<file path="src/rtl/cal_out_up.sv">
// cal_out_up -- uplink packer for calculation results.
//
// Accepts per-node result beats (six 64-bit variables each), packs every
// beat into one 512-bit word using the same lane layout as the downlink
// word, buffers the words in a small FIFO and streams them out under a
// valid/ready handshake.  up_last marks the final word of a frame and done
// pulses one cycle after that word is accepted.
//
// Word layout:
//   [511:448] r_o      [447:384] alpha_o  [383:320] K_o
//   [319:256] phi_o    [255:192] pi_m_o   [191:128] psi_o
//   [127:120] node index (0-based)        [119:0]   zero
//
// Optional build macro CAL_OUT_UP_CHKSUM_EN:
//   [63:0]    XOR of the six 64-bit variable lanes of the word
//   [119:112] on the final word only: low 8 bits of the XOR of all node
//             indices of the frame
//   [119:64]  otherwise zero
// Without the macro [119:0] is zero and no checksum logic exists.

module cal_out_up #(
  parameter int FIFO_DEPTH = 4,  // power of 2, at least 2
  parameter int CNT_W      = 8
) (
  input  logic               clk,
  input  logic               rst,
  // frame control
  input  logic               start,
  input  logic [CNT_W-1:0]   node_num,
  // result beats from the compute core
  input  logic               res_valid,
  output logic               res_ready,
  input  logic [63:0]        r_o,
  input  logic [63:0]        alpha_o,
  input  logic [63:0]        K_o,
  input  logic [63:0]        phi_o,
  input  logic [63:0]        pi_m_o,
  input  logic [63:0]        psi_o,
  // packed uplink stream
  output logic [511:0]       up_data,
  output logic               up_valid,
  input  logic               up_ready,
  output logic               up_last,
  // status
  output logic               busy,
  output logic               done
);

  localparam int PTR_W  = $clog2(FIFO_DEPTH);
  localparam int FCNT_W = PTR_W + 1;
  localparam logic [FCNT_W-1:0] FULL_LVL = FCNT_W'(FIFO_DEPTH);

  localparam logic [1:0] ST_IDLE   = 2'd0;
  localparam logic [1:0] ST_STREAM = 2'd1;
  localparam logic [1:0] ST_DRAIN  = 2'd2;

  // ---------------------------------------------------------------------
  // State
  // ---------------------------------------------------------------------
  logic [1:0]        state;
  logic [CNT_W-1:0]  node_num_q;   // beats expected in the current frame
  logic [CNT_W-1:0]  acc_cnt;      // beats accepted so far (next index)
  logic              done_q;

  logic [511:0]      mem_data [FIFO_DEPTH];
  logic [CNT_W-1:0]  mem_idx  [FIFO_DEPTH];  // full-width index for up_last
  logic [PTR_W-1:0]  wr_ptr;
  logic [PTR_W-1:0]  rd_ptr;
  logic [FCNT_W-1:0] fifo_cnt;

`ifdef CAL_OUT_UP_CHKSUM_EN
  logic [CNT_W-1:0]  run_xor;      // XOR of indices accepted this frame
`endif

  // ---------------------------------------------------------------------
  // Handshake and status decode
  // ---------------------------------------------------------------------
  logic              fifo_empty;
  logic              fifo_full;
  logic              push;
  logic              pop;
  logic              pop_last;
  logic [CNT_W-1:0]  last_idx;
  logic [CNT_W-1:0]  head_idx;

  assign fifo_empty = (fifo_cnt == '0);
  assign fifo_full  = (fifo_cnt == FULL_LVL);
  assign last_idx   = node_num_q - CNT_W'(1);
  assign head_idx   = mem_idx[rd_ptr];

  // A full FIFO blocks new beats even when a pop happens in the same cycle.
  assign res_ready = (state == ST_STREAM) && !fifo_full && (acc_cnt != node_num_q);
  assign push      = res_valid && res_ready;

  assign up_valid  = !fifo_empty;
  assign up_last   = !fifo_empty && (head_idx == last_idx);
  // The storage is not reset, so an empty FIFO presents zeros instead of
  // stale entries.
  assign up_data   = fifo_empty ? '0 : mem_data[rd_ptr];

  assign pop       = up_valid && up_ready;
  assign pop_last  = pop && up_last;

  assign busy      = (state != ST_IDLE);
  assign done      = done_q;

  // ---------------------------------------------------------------------
  // Word packing for the beat currently offered
  // ---------------------------------------------------------------------
  logic [511:0] pack_word;

  // Build the 512-bit word from the current beat and its node index.
  always_comb begin
    // NOTE: default every always_comb output first so no path infers a latch.
    pack_word          = '0;
    pack_word[511:448] = r_o;
    pack_word[447:384] = alpha_o;
    pack_word[383:320] = K_o;
    pack_word[319:256] = phi_o;
    pack_word[255:192] = pi_m_o;
    pack_word[191:128] = psi_o;
    pack_word[127:120] = 8'(acc_cnt);
`ifdef CAL_OUT_UP_CHKSUM_EN
    pack_word[63:0]    = r_o ^ alpha_o ^ K_o ^ phi_o ^ pi_m_o ^ psi_o;
    if (acc_cnt == last_idx) begin
      pack_word[119:112] = 8'(run_xor ^ acc_cnt);
    end
`endif
  end

  // ---------------------------------------------------------------------
  // Frame control FSM
  // ---------------------------------------------------------------------

  // Track frame progress: start, beat counting, drain and completion.
  always_ff @(posedge clk) begin
    // NOTE: sequential state uses non-blocking assignments only, so every
    // register samples pre-edge values regardless of statement order.
    if (rst) begin
      state      <= ST_IDLE;
      node_num_q <= '0;
      acc_cnt    <= '0;
      done_q     <= 1'b0;
`ifdef CAL_OUT_UP_CHKSUM_EN
      run_xor    <= '0;
`endif
    end else begin
      done_q <= pop_last;
      case (state)
        ST_IDLE: begin
          if (start && (node_num != '0)) begin
            state      <= ST_STREAM;
            node_num_q <= node_num;
            acc_cnt    <= '0;
`ifdef CAL_OUT_UP_CHKSUM_EN
            run_xor    <= '0;
`endif
          end
        end
        ST_STREAM: begin
          if (push) begin
            acc_cnt <= acc_cnt + CNT_W'(1);
`ifdef CAL_OUT_UP_CHKSUM_EN
            run_xor <= run_xor ^ acc_cnt;
`endif
          end
          // With an open downstream the final word can leave before the
          // FSM would reach DRAIN; finish directly in that case.
          if (pop_last) begin
            state <= ST_IDLE;
          end else if (acc_cnt == node_num_q) begin
            state <= ST_DRAIN;
          end
        end
        ST_DRAIN: begin
          if (pop_last) begin
            state <= ST_IDLE;
          end
        end
        default: state <= ST_IDLE;
      endcase
    end
  end

  // ---------------------------------------------------------------------
  // FIFO
  // ---------------------------------------------------------------------

  // Advance pointers and occupancy on push/pop.
  always_ff @(posedge clk) begin
    if (rst) begin
      wr_ptr   <= '0;
      rd_ptr   <= '0;
      fifo_cnt <= '0;
    end else begin
      if (push) begin
        wr_ptr <= wr_ptr + PTR_W'(1);
      end
      if (pop) begin
        rd_ptr <= rd_ptr + PTR_W'(1);
      end
      case ({push, pop})
        2'b10:   fifo_cnt <= fifo_cnt + FCNT_W'(1);
        2'b01:   fifo_cnt <= fifo_cnt - FCNT_W'(1);
        default: fifo_cnt <= fifo_cnt;
      endcase
    end
  end

  // Write the packed word and its index into the slot at wr_ptr.
  always_ff @(posedge clk) begin
    // NOTE: storage has no reset; fifo_cnt alone decides which slots are live.
    if (push) begin
      mem_data[wr_ptr] <= pack_word;
      mem_idx[wr_ptr]  <= acc_cnt;
    end
  end

endmodule
</file>
<file path="config.mk">
export PLATFORM = sky130hd
export DESIGN_NAME = cal_out_up
export DESIGN_NICKNAME = d
export VERILOG_FILES = /design/src/rtl/cal_out_up.sv
export SDC_FILE = /design/constraint.sdc
export NUM_CORES = 1
export LEC_CHECK = 0
export CORE_MARGIN = 2
export CORE_UTILIZATION = 35
export CTS_CLUSTER_SIZE = 28
export DETAILED_ROUTE_END_ITERATION = 8
export GPL_TIMING_DRIVEN = 0
export PLACE_DENSITY = 0.61
export SETUP_SLACK_MARGIN = 0.02
export SYNTH_ARGS = -nofsm -noshare
export SYNTH_HDL_FRONTEND = slang
export SYNTH_SLANG_ARGS = --single-unit
</file>
<file path="constraint.sdc">
create_clock -name clk -period 13.6 [get_ports clk]
set_clock_uncertainty 0.05 [all_clocks]
set_input_delay 2.72 -clock clk [delete_from_list [all_inputs] [get_ports clk]]
set_output_delay 2.72 -clock clk [all_outputs]
set_load 0.01 [all_outputs]
</file>
# Word-level counts from Yosys, hierarchy flattened
# Memory sizes are Yosys's and may differ from the RTL's. A register that Yosys moved wholly into a read port is not among the register bits.
# Index checks and enable logic that the tools add are counted.
# W data, S select, Z words.
# totals
regBits	26
elab_cells	61
inputBits	397
ramBits	1600
memories	2
out_inout_bits	517
# classes
n_eq_ne	12
addsub	6
n_mux	16
reduce_logical	18
# mem_list
memory	depth	width	read_ports	rd_ports_with_merged_regs	write_ports	line	rtl
mem_data	4	392	1	1	1	65	logic [511:0] mem_data [FIFO_DEPTH];
mem_idx	4	8	1	1	1	66	logic [CNT_W-1:0] mem_idx [FIFO_DEPTH];
# op_table
operator	count
$mux W512	1
$eq A8 B8 Y1	2
$mux W2	8
$mux W8	2
$pmux W8 S2	1
$add A8 B1 Y8 const B	1
$ne A8 B8 Y1	1
$reduce_bool A8 Y1	1
$sub A8 B1 Y8 const B	1
$logic_and A1 B1 Y1	7
$ne A2 B2 Y1 const B	3
$pmux W2 S3	1
$pmux W3 S2	1
$reduce_and A3 Y1	2
$reduce_bool A2 Y1	3
$add A2 B1 Y2 const B	2
$eq A2 B1 Y1 const B	2
$eq A2 B2 Y1 const B	2
$add A3 B1 Y3 const B	1
$eq A3 B3 Y1 const B	1
$logic_not A3 Y1	1
$ne A3 B2 Y1 const B	1
$sub A3 B1 Y3 const B	1
$logic_not A1 Y1	2
other kinds (3)	4

# Depth between registers and ports, before layout
# Gate-level depths: netlist (run 1).
# logic_depth
ltp_word	7
ltp_mapped	11

# Worst setup path after synthesis (run 1)
# No wires, ideal clock.
# synth_timing
kind	input to register
startpoint	input port res_valid
endpoint	memory mem_data[0][0] (netlist name) (enable)
arrival_time_ns	12.265
path_buffers	1
cell_stages	4
slack_ns	0.477
path_cell_list	inv_1 a2111oi_4 buf_2 and2_1
# synth_via
elab_chain_cells	3
# synth_rtl
element	line	rtl
start: declaration	31	input logic res_valid,
$logic_and A1 B1 Y1	93	assign push = res_valid && res_ready;
$mux W1	213	if (push) begin
$mux W1 (implied by the code)	214	mem_data[wr_ptr] <= pack_word;
end: declaration	65	
# No other way between the ends.

==> impl_metrics.yaml, run 1 <==
global_routing:
  overflow: 0
  grt_pass1_vias: 31395
  antenna_found_initial: 38
  grt_max_degree: 57
  grt_pass1_wl_mm: 222
  track_usage_pct: 17.2
timing:
  slew_headroom_pct: 14.1
  min_period_over_period_pct: 53.3
  hold_viol: 0
  min_period_ns: 7.25
  setup_viol: 0
  tightest_slew_ns: 1.29
  drv_slew: 0
  tns_ns: 0
  fmax_mhz: 138
  rsz0062_at_grt: "false"
clock_tree:
  cts_setup_buffers: 0
  numCtsBuffers: 165
  htree_levels: 4
  insertion_delay_ns: 0.82
  root_buffer: "clkbuf_16"
  clockBufferDepth: 3
  postCtsHoldBufs: 0
  postCtsResizedCells: 0
  cts_sinks: 1596
  cts_tree: "built"
  cts.reportedPaths.clkPinSlew_ns: 0.06
run:
  max_cap_viol_count: 0
layout:
  drive_gt1_share_pct: 20.1
  layout_common_cells: "edfxtp_1, clkdlybuf4s50_1, and2_1"
  syn_to_final_growth_pct: 28.3
  final_net_count: 4297
  stdcell_count: 6363
  final_common_cell: "edfxtp_1"
floorplanning:
  io_pins: 914
  core_um2: 174000
  initial_utilization_pct: 35.3
  num_rows: 153
  die_w_um: 423
  die_area_um2: 179000
  die_y_um: 423
route:
  vias: 30410
  vias_per_cell: 4.78
  drt_iter0_drc: 2052
  wl_met2_mm: 83.9
  drc: 0
  top_layer: "met5"
  wl_met1_mm: 58.4
  wl_per_cell_um: 24.5
  routed_wl_mm: 156
  ant_nets: 0
  wl_met3_mm: 8.56
  drt_pre_antenna_iters: 5
yosys:
  ys_top_cells_by_area: "edfxtp_1, mux4_2, and2_1"
  ys_dominant_reg_cell: "edfxtp_1"
  ys_types: 42
  syn-instance-count: 2781
  syn_area_per_cell_um2: 22.1
  async_flop_share_pct: 0
  ys_seq_elements: 1596
  yosysWarnings: 0
  synth_enable_flop_cells: 1568
  yosysTopAreaCell: "edfxtp_1"
  synth_area_um2: 61400
  synth_top_area_share_pct: 76.6
  yosysSeqAreaShare_pct: 77.6
critical_path:
  cp.required_ns: 10.83
  worst_setup_path_end_kind: "output port"
  worstSetupEndpoint: "up_data[286]"
  path_class: "flop to output port"
  cp-start-kind: "flop"
  cp.arrival_ns: 4.48
  reg2reg_slack_ns: 9.53
  ff2ff_path_depth: 9
  r2r_end: "mem_data[0][40]"
  cp_max_fo: 10
  r2r-start: "acc_cnt[0]"
status:
  outcome: "finished clean"
power_and_ir_drop:
  vdd_drop_max_v: 0.000132
  powerDensity_nw_per_um2: 168
  p_leak_nw: 25.2
hold_path:
  hp-class: "flop to flop"
place:
  io_buffers: 793
  place_hpwl_mm: 108
  gp_congestion: 0.786
  post-place-cells: 6050
[cell usage after synthesis (2+ instances only)]
cell / instances
dfxtp_1: 28
a211oi_1: 2
nand4_1: 6
nor4_1: 4
a21oi_1: 4
buf_6: 2
o21ai_0: 2
nand2_1: 2
mux4_2: 388
ha_1: 7
nor3_1: 2
buf_4: 120
xor2_1: 19
buf_2: 42
or3_1: 4
or2_2: 3
and2_1: 397
and3_1: 7
buf_1: 26
clkbuf_1: 68
nand2b_1: 2
mux4_1: 3
nor2_1: 30
xnor3_1: 3
edfxtp_1: 1568
inv_1: 11
mux2i_1: 12
xnor2_1: 5
[power by group]
| group | internal [mW] | leakage [nW] | total [mW] | switching [mW] |
|---|---|---|---|---|
| logic | 1.66 | 8.29 | 3.29 | 1.63 |
| registers | 5.53 | 14.3 | 5.56 | 0.0287 |
| clock network | 2.49 | 2.52 | 4.37 | 1.88 |
| total | 9.68 | 25.2 | 13.2 | 3.54 |
[critical path, cell delays in order (launching register included)]
cell	delay, ns
dfxtp_1	0.30
buf_2	0.19
buf_2	0.37
clkbuf_1	0.88
buf_1	0.73
mux4_2	0.41
and2_1	0.18
clkdlybuf4s50_1	0.58
[cell families after synthesis]
logic type / Yosys count / share of synthesized area, %
compound gates: 15 / 0.206
xor+xnor: 27 / 0.452
fa+ha+maj: 8 / 0.175
buf+inv: 270 / 2.49
flops: 1596 / 77.6
mux: 403 / 14.5
other cells: 1 / 0.00610
simple gates: 461 / 4.56
[worst min path at each step]
stage	slack, ns	cells after the start	from	endpoint
finish	0.46	2	fifo_cnt[2]	fifo_cnt[2]
global route	0.50	2	fifo_cnt[2]	fifo_cnt[2]
CTS	0.46	2	fifo_cnt[2]	fifo_cnt[2]
detailed placement	0.45	2	fifo_cnt[2]	fifo_cnt[2]
global placement	0.43	2	fifo_cnt[2]	fifo_cnt[2]
floorplan	0.41	2	fifo_cnt[2]	fifo_cnt[2]
[registers in the layout (all words and copies together) (netlist names), named ones only]
| register | count |
|---|---|
| acc_cnt | 8 |
| mem_data | 1568 |
| wr_ptr | 2 |
| node_num_q | 8 |
| done | 1 |
| state | 2 |
| fifo_cnt | 3 |
| rd_ptr | 2 |
[cell type report]
class,count,area (um2)
fillers,14893,95400
flip-flops and latches,1596,47600
multi-input cells,1034,12700
repair buffers,825,8820
clock buffers,214,4390
well taps,2325,2910
plain buffers,258,1490
clock inverters,79,796
diodes,20,50.0
inverters,12,45.0
[layer usage]
metal | track usage, % | vias to the layer above
li1 | - | 13306
met1 | 19.9 | 15958
met2 | 30.8 | 879
met3 | 4.26 | 249
met4 | 6.07 | 18
met5 | 0 | -
[per-stage QoR]
stage | utilization (%) | setup slack [ns] | instance area, um2 | power (mW) | hold slack [ns]
after CTS | 45.2 | 5.93 | 78800 | 13.4 | 0.460
after floorplan | - | 0.477 | 61900 | 7.31 | 0.412
final | 45.3 | 6.35 | 78800 | 13.2 | 0.461
after global placement | 41.7 | -8.49 | 72700 | 9.11 | 0.432
after global routing | 45.3 | 5.97 | 78800 | 13.7 | 0.501
after detailed placement | 42.3 | 6.85 | 73600 | 9.03 | 0.451
(Power assumes the default switching activity.)
==> run 2, diff against run 1 <==
==> constraint.sdc (replaced) <==
create_clock -name clk -period 6.47 [get_ports clk]
set_clock_uncertainty 0.05 [all_clocks]
set_input_delay 1.294 -clock clk [delete_from_list [all_inputs] [get_ports clk]]
set_output_delay 1.294 -clock clk [all_outputs]
set_load 0.01 [all_outputs]
==> run 2 against run 1 <==
Worst hold slack worse by 0.0021 ns. Total power up 110%. Cell count up 0.46%. Global-route usage up 0.097 points. Die area unchanged. First-iteration DRC count up 6.5%. Cell area up 0.15%. Routed wire length up 0.60%. Via count up 0.72%. Critical endpoint is now up_data[441].
==> impl_metrics.yaml, run 2 (synthesis gave the netlist of run 1 again) <==
timing:
  hold_viol: 0
  fin_ws_ns: 0.722
  min_period_ns: 5.75
  drv_slew: 0
  fmax_mhz: 174
  slew_headroom_pct: 12.9
  min_period_over_period_pct: 88.8
  tns_ns: 0
  hold_slack_ns: 0.459
  tightest_slew_ns: 1.31
  rsz0062_at_grt: "false"
  setup_viol: 0
global_routing:
  grt_pass1_vias: 31328
  grt_max_degree: 55
  antenna_found_initial: 59
  grt_pass1_wl_mm: 223
  overflow: 0
  track_usage_pct: 17.3
critical_path:
  worst_setup_path_end_kind: "output port"
  cp.arrival_ns: 4.40
  cp.required_ns: 5.13
  cp_max_fo: 10
  path_class: "flop to output port"
  cp-start-kind: "flop"
clock_tree:
  numCtsBuffers: 169
  htree_levels: 4
  cts_setup_buffers: 0
  cts.reportedPaths.clkPinSlew_ns: 0.06
  cts_sinks: 1596
  cts_tree: "built"
  postCtsHoldBufs: 0
  root_buffer: "clkbuf_16"
  clockBufferDepth: 3
  insertion_delay_ns: 0.80
  postCtsResizedCells: 0
place:
  pre_cts_slack_ns: 1.27
  io_buffers: 793
  place_hpwl_mm: 108
  gp_congestion: 0.808
  post-place-cells: 6051
  placed_area_um2: 73600
power_and_ir_drop:
  swShare_pct: 26.7
  powerDensity_nw_per_um2: 352
  pwr-share-comb_pct: 24.8
  pwr-share-seq_pct: 42.1
  clock_power_share_pct: 33.2
  p_int_mw: 20.4
  p_leak_nw: 25.2
  vdd_drop_max_v: 0.000272
  p_switching_mw: 7.40
layout:
  drive_gt1_share_pct: 20.4
  nFillCells: 14835
  syn_to_final_growth_pct: 28.5
  multi_input_area_um2: 12700
  layout_common_cells: "edfxtp_1, clkdlybuf4s50_1, and2_1"
  final_common_cell: "edfxtp_1"
  regArea_um2: 47600
  finalInstanceArea_um2: 79000
  final_net_count: 4302
  regMostFlops: "mem_data"
  largest_reg_flops: 1568
  stdcell_count: 6392
  top_regs: "mem_data: 1568 flops, acc_cnt: 8 flops, node_num_q: 8 flops"
floorplanning:
  die_y_um: 423
  core_um2: 174000
  num_rows: 153
  die_area_um2: 179000
  initial_utilization_pct: 35.3
  die_w_um: 423
  io_pins: 914
status:
  outcome: "finished clean"
route:
  ant_nets: 0
  wl_per_cell_um: 24.5
  vias: 30629
  vias_per_cell: 4.79
  drt_pre_antenna_iters: 5
  drt_iter0_drc: 2185
  drc: 0
  routed_wl_mm: 157
run:
  max_cap_viol_count: 0
hold_path:
  hp-class: "flop to flop"
[run 2: cell count changes in the layout (fill, tap and decap cells not counted), moves of 2 or more]
cell	previous run	this run
diode_2	20	35
clkinv_1	35	46
clkinv_2	15	26
clkbuf_1	112	102
clkbuf_16	167	171
buf_12	0	3
clkbuf_8	3	0
buf_16	32	30
clkinv_8	2	4
inv_6	8	6
[run 2: stage by stage]
step,power (mW),util (%)
6_report,27.8,45.3
5_1_grt,28.9,45.3
4_1_cts,28.2,45.3
3_5_place_dp,18.9,42.3
3_3_place_gp,19.0,41.8
2_1_floorplan,15.3,-
[run 2: layout make-up]
cell class	count	area share [%]
antenna	35	0.111
buffer	258	1.88
clock buffer	206	5.59
clock inverter	100	1.07
inverter	12	0.0570
multi-input combinational	1034	16.1
sequential	1596	60.3
tap	2325	3.68
timing repair buffer	826	11.2
[run 2: critical path: stages (launching register included)]
cell and delay, ns:
dfxtp_1 0.30, buf_2 0.19, buf_2 0.39, clkbuf_1 0.92, clkbuf_1 0.62, mux4_2 0.45, and2_1 0.18, clkdlybuf4s50_1 0.56
[run 2: path summary, 6_finish.rpt]
path                                  start               end  slack [ns]  cells past startpoint
worst max-delay path                   flop      up_data[441]        0.72                      7
worst min-delay path            fifo_cnt[2]       fifo_cnt[2]        0.46                      2
worst max register to register   acc_cnt[0]  mem_data[0][179]        2.30                      9
worst min register to register  fifo_cnt[2]       fifo_cnt[2]        0.46                      2
[run 2: routing by layer]
layer / GRT usage (%) / up-vias / share of wire, %
met5: 0 / - / 0.14
met4: 8.30 / 32 / 4.4
met3: 4.44 / 313 / 6.1
met2: 30.5 / 1010 / 53
met1: 19.4 / 15948 / 36
li1: - / 13326 / -
[run 2: power groups by stage]
| stage | logic, mW | clock network (mW) | registers [mW] |
|---|---|---|---|
| 2_1_floorplan | 3.35 | 0 | 11.9 |
| 3_5_place_dp | 7.04 | 0 | 11.9 |
| 3_3_place_gp | 6.98 | 0 | 12.0 |
| 5_1_grt | 7.33 | 9.84 | 11.7 |
| 6_report | 6.87 | 9.21 | 11.7 |
| 4_1_cts | 7.07 | 9.45 | 11.7 |
==> run 3, diff against run 2 <==
==> constraint.sdc (replaced) <==
create_clock -name clk -period 4.7 [get_ports clk]
set_clock_uncertainty 0.05 [all_clocks]
set_input_delay 0.94 -clock clk [delete_from_list [all_inputs] [get_ports clk]]
set_output_delay 0.94 -clock clk [all_outputs]
set_load 0.01 [all_outputs]
==> run 3 against run 2 <==
Combinational power rose by 40%. Flip-flop and latch count did not move. Critical path depth rose by 1. Critical path type unchanged. Largest cell class unchanged.
==> impl_metrics.yaml, run 3 (synthesis gave the netlist of run 1 again) <==
status:
  outcome: "finished clean"
route:
  drc: 0
  vias: 30541
  drt_pre_antenna_iters: 7
  vias_per_cell: 4.79
  routed_wl_mm: 157
  drt_iter0_drc: 2060
  ant_nets: 0
  wl_per_cell_um: 24.7
timing:
  min_period_ns: 4.52
  slew_headroom_pct: 44.0
  fmax_mhz: 221
  hold_viol: 0
  setup_viol: 0
  tightest_slew_ns: 0.832
  rsz0062_at_grt: "true"
  min_period_over_period_pct: 96.2
  hold_slack_ns: 0.456
  drv_slew: 0
floorplanning:
  num_rows: 153
  die_w_um: 423
  io_pins: 914
  core_um2: 174000
  initial_utilization_pct: 35.3
  die_y_um: 423
  die_area_um2: 179000
place:
  io_buffers: 793
  place_hpwl_mm: 108
  placed_area_um2: 73700
  gp_congestion: 0.805
critical_path:
  r2r-start: "acc_cnt[0]"
  worstSetupEndpoint: "up_last"
  cp.arrival_ns: 3.53
  cp.required_ns: 3.71
  cp_max_fo: 10
  ff2ff_path_depth: 8
  worst_setup_path_end_kind: "output port"
  reg2reg_slack_ns: 1.04
  path_class: "flop to output port"
  r2r_end: "mem_data[1][202]"
  cp-start-kind: "flop"
global_routing:
  use_met2_pct: 30.8
  overflow: 0
  antenna_found_initial: 46
  grt_pass1_wl_mm: 223
  track_usage_pct: 17.4
  grt_use_met3_pct: 4.18
  grt_max_degree: 53
  grt_pass1_vias: 31583
  grt_most_used_layer: "met2"
  use_met1_pct: 19.5
layout:
  final_net_count: 4299
  drive_gt1_share_pct: 21.9
  layout_common_cells: "edfxtp_1, clkdlybuf4s50_1, and2_1"
  nFillCells: 14855
  final_common_cell: "edfxtp_1"
  largest_reg_flops: 1568
  finalInstanceArea_um2: 79200
  regMostFlops: "mem_data"
  top_regs: "mem_data: 1568 flops, acc_cnt: 8 flops, node_num_q: 8 flops"
  post-route-util_pct: 45.4
  syn_to_final_growth_pct: 28.8
power_and_ir_drop:
  vdd_drop_max_v: 0.000363
  p_leak_nw: 25.4
  powerDensity_nw_per_um2: 485
  power.total_mw: 38.4
clock_tree:
  postCtsHoldBufs: 0
  cts_sinks: 1596
  htree_levels: 4
  cts.reportedPaths.clkPinSlew_ns: 0.06
  numCtsBuffers: 167
  clockBufferDepth: 3
  insertion_delay_ns: 0.80
  cts_setup_buffers: 0
  cts_tree: "built"
  root_buffer: "clkbuf_16"
hold_path:
  hp-start: "fifo_cnt[2]"
  hp-class: "flop to flop"
run:
  max_cap_viol_count: 0
## run 3: cell types whose count changed in the layout (fill, tap and decap cells not counted), moves of 3 or more
cell        before  now
inv_8            0    3
clkbuf_1       102   71
buf_4          120  150
clkinv_2        26   23
clkinvlp_4       2    7
buf_16          30   33
buf_12           3    0
diode_2         35   21
clkbuf_2         1   20
clkbuf_4         0    7
buf_1           26    1
clkinv_1        46   38
clkbuf_8         0    4
buf_2           42   36
## run 3: repair_timing
action                     4_1_cts  5_1_grt
gates cloned                     0        0
setup endpoints to repair      385        9
pin swaps                        0        0
gates resized for setup         98        0
## run 3: layout make-up
type	count	area [um2]	area share, %
Antenna cell	21	52.6	0.0664
Buffer	257	1680	2.12
Clock buffer	204	4370	5.52
Clock inverter	97	885	1.12
Inverter	12	52.6	0.0664
Multi-Input combinational cell	1034	12700	16.1
Sequential cell	1596	47600	60.2
Tap cell	2325	2910	3.68
Timing Repair Buffer	826	8850	11.2
## run 3: worst max-delay path, cell delays in order, from the launching register on
cell and delay [ns]:
dfxtp_1 0.30, buf_2 0.21, buf_4 0.30, mux4_2 0.40
and2_1 0.21, o21a_1 0.19, o31ai_2 0.23, and3_1 0.22
clkdlybuf4s50_1 0.66
## run 3: worst min-delay path by stage
stage	end	slack (ns)	depth (start not counted)
3_5_place_dp	fifo_cnt[2]	0.45	2
2_1_floorplan	fifo_cnt[2]	0.41	2
3_3_place_gp	fifo_cnt[2]	0.43	2
6_report	fifo_cnt[2]	0.46	2
5_1_grt	fifo_cnt[2]	0.47	2
4_1_cts	fifo_cnt[2]	0.45	2
## run 3: metrics by stage
stage                     worst slack (ns)  TNS [ns]  instances
after floorplan                    -0.0524    -82.20       2900
after global routing              -0.00340  -0.00874       6370
final                                0.178         0       6372
after global placement               -3.39  -5107.14       6018
after CTS                           0.0477         0       6351
after detailed placement            -0.355    -11.13       6051
## run 3: routing by layer
metal  vias up  share of wire (%)
met2       917                 54
met3       269                5.6
met1     16031                 37
met5         -              0.080
met4        20                3.9
li1      13304                  -
## run 3: power breakdown
| part | total, mW | internal, mW | switching (mW) |
|---|---|---|---|
| logic | 9.60 | 4.89 | 4.72 |
| registers | 16.1 | 16.0 | 0.0855 |
| clock network | 12.7 | 7.21 | 5.50 |
| total | 38.4 | 28.1 | 10.3 |
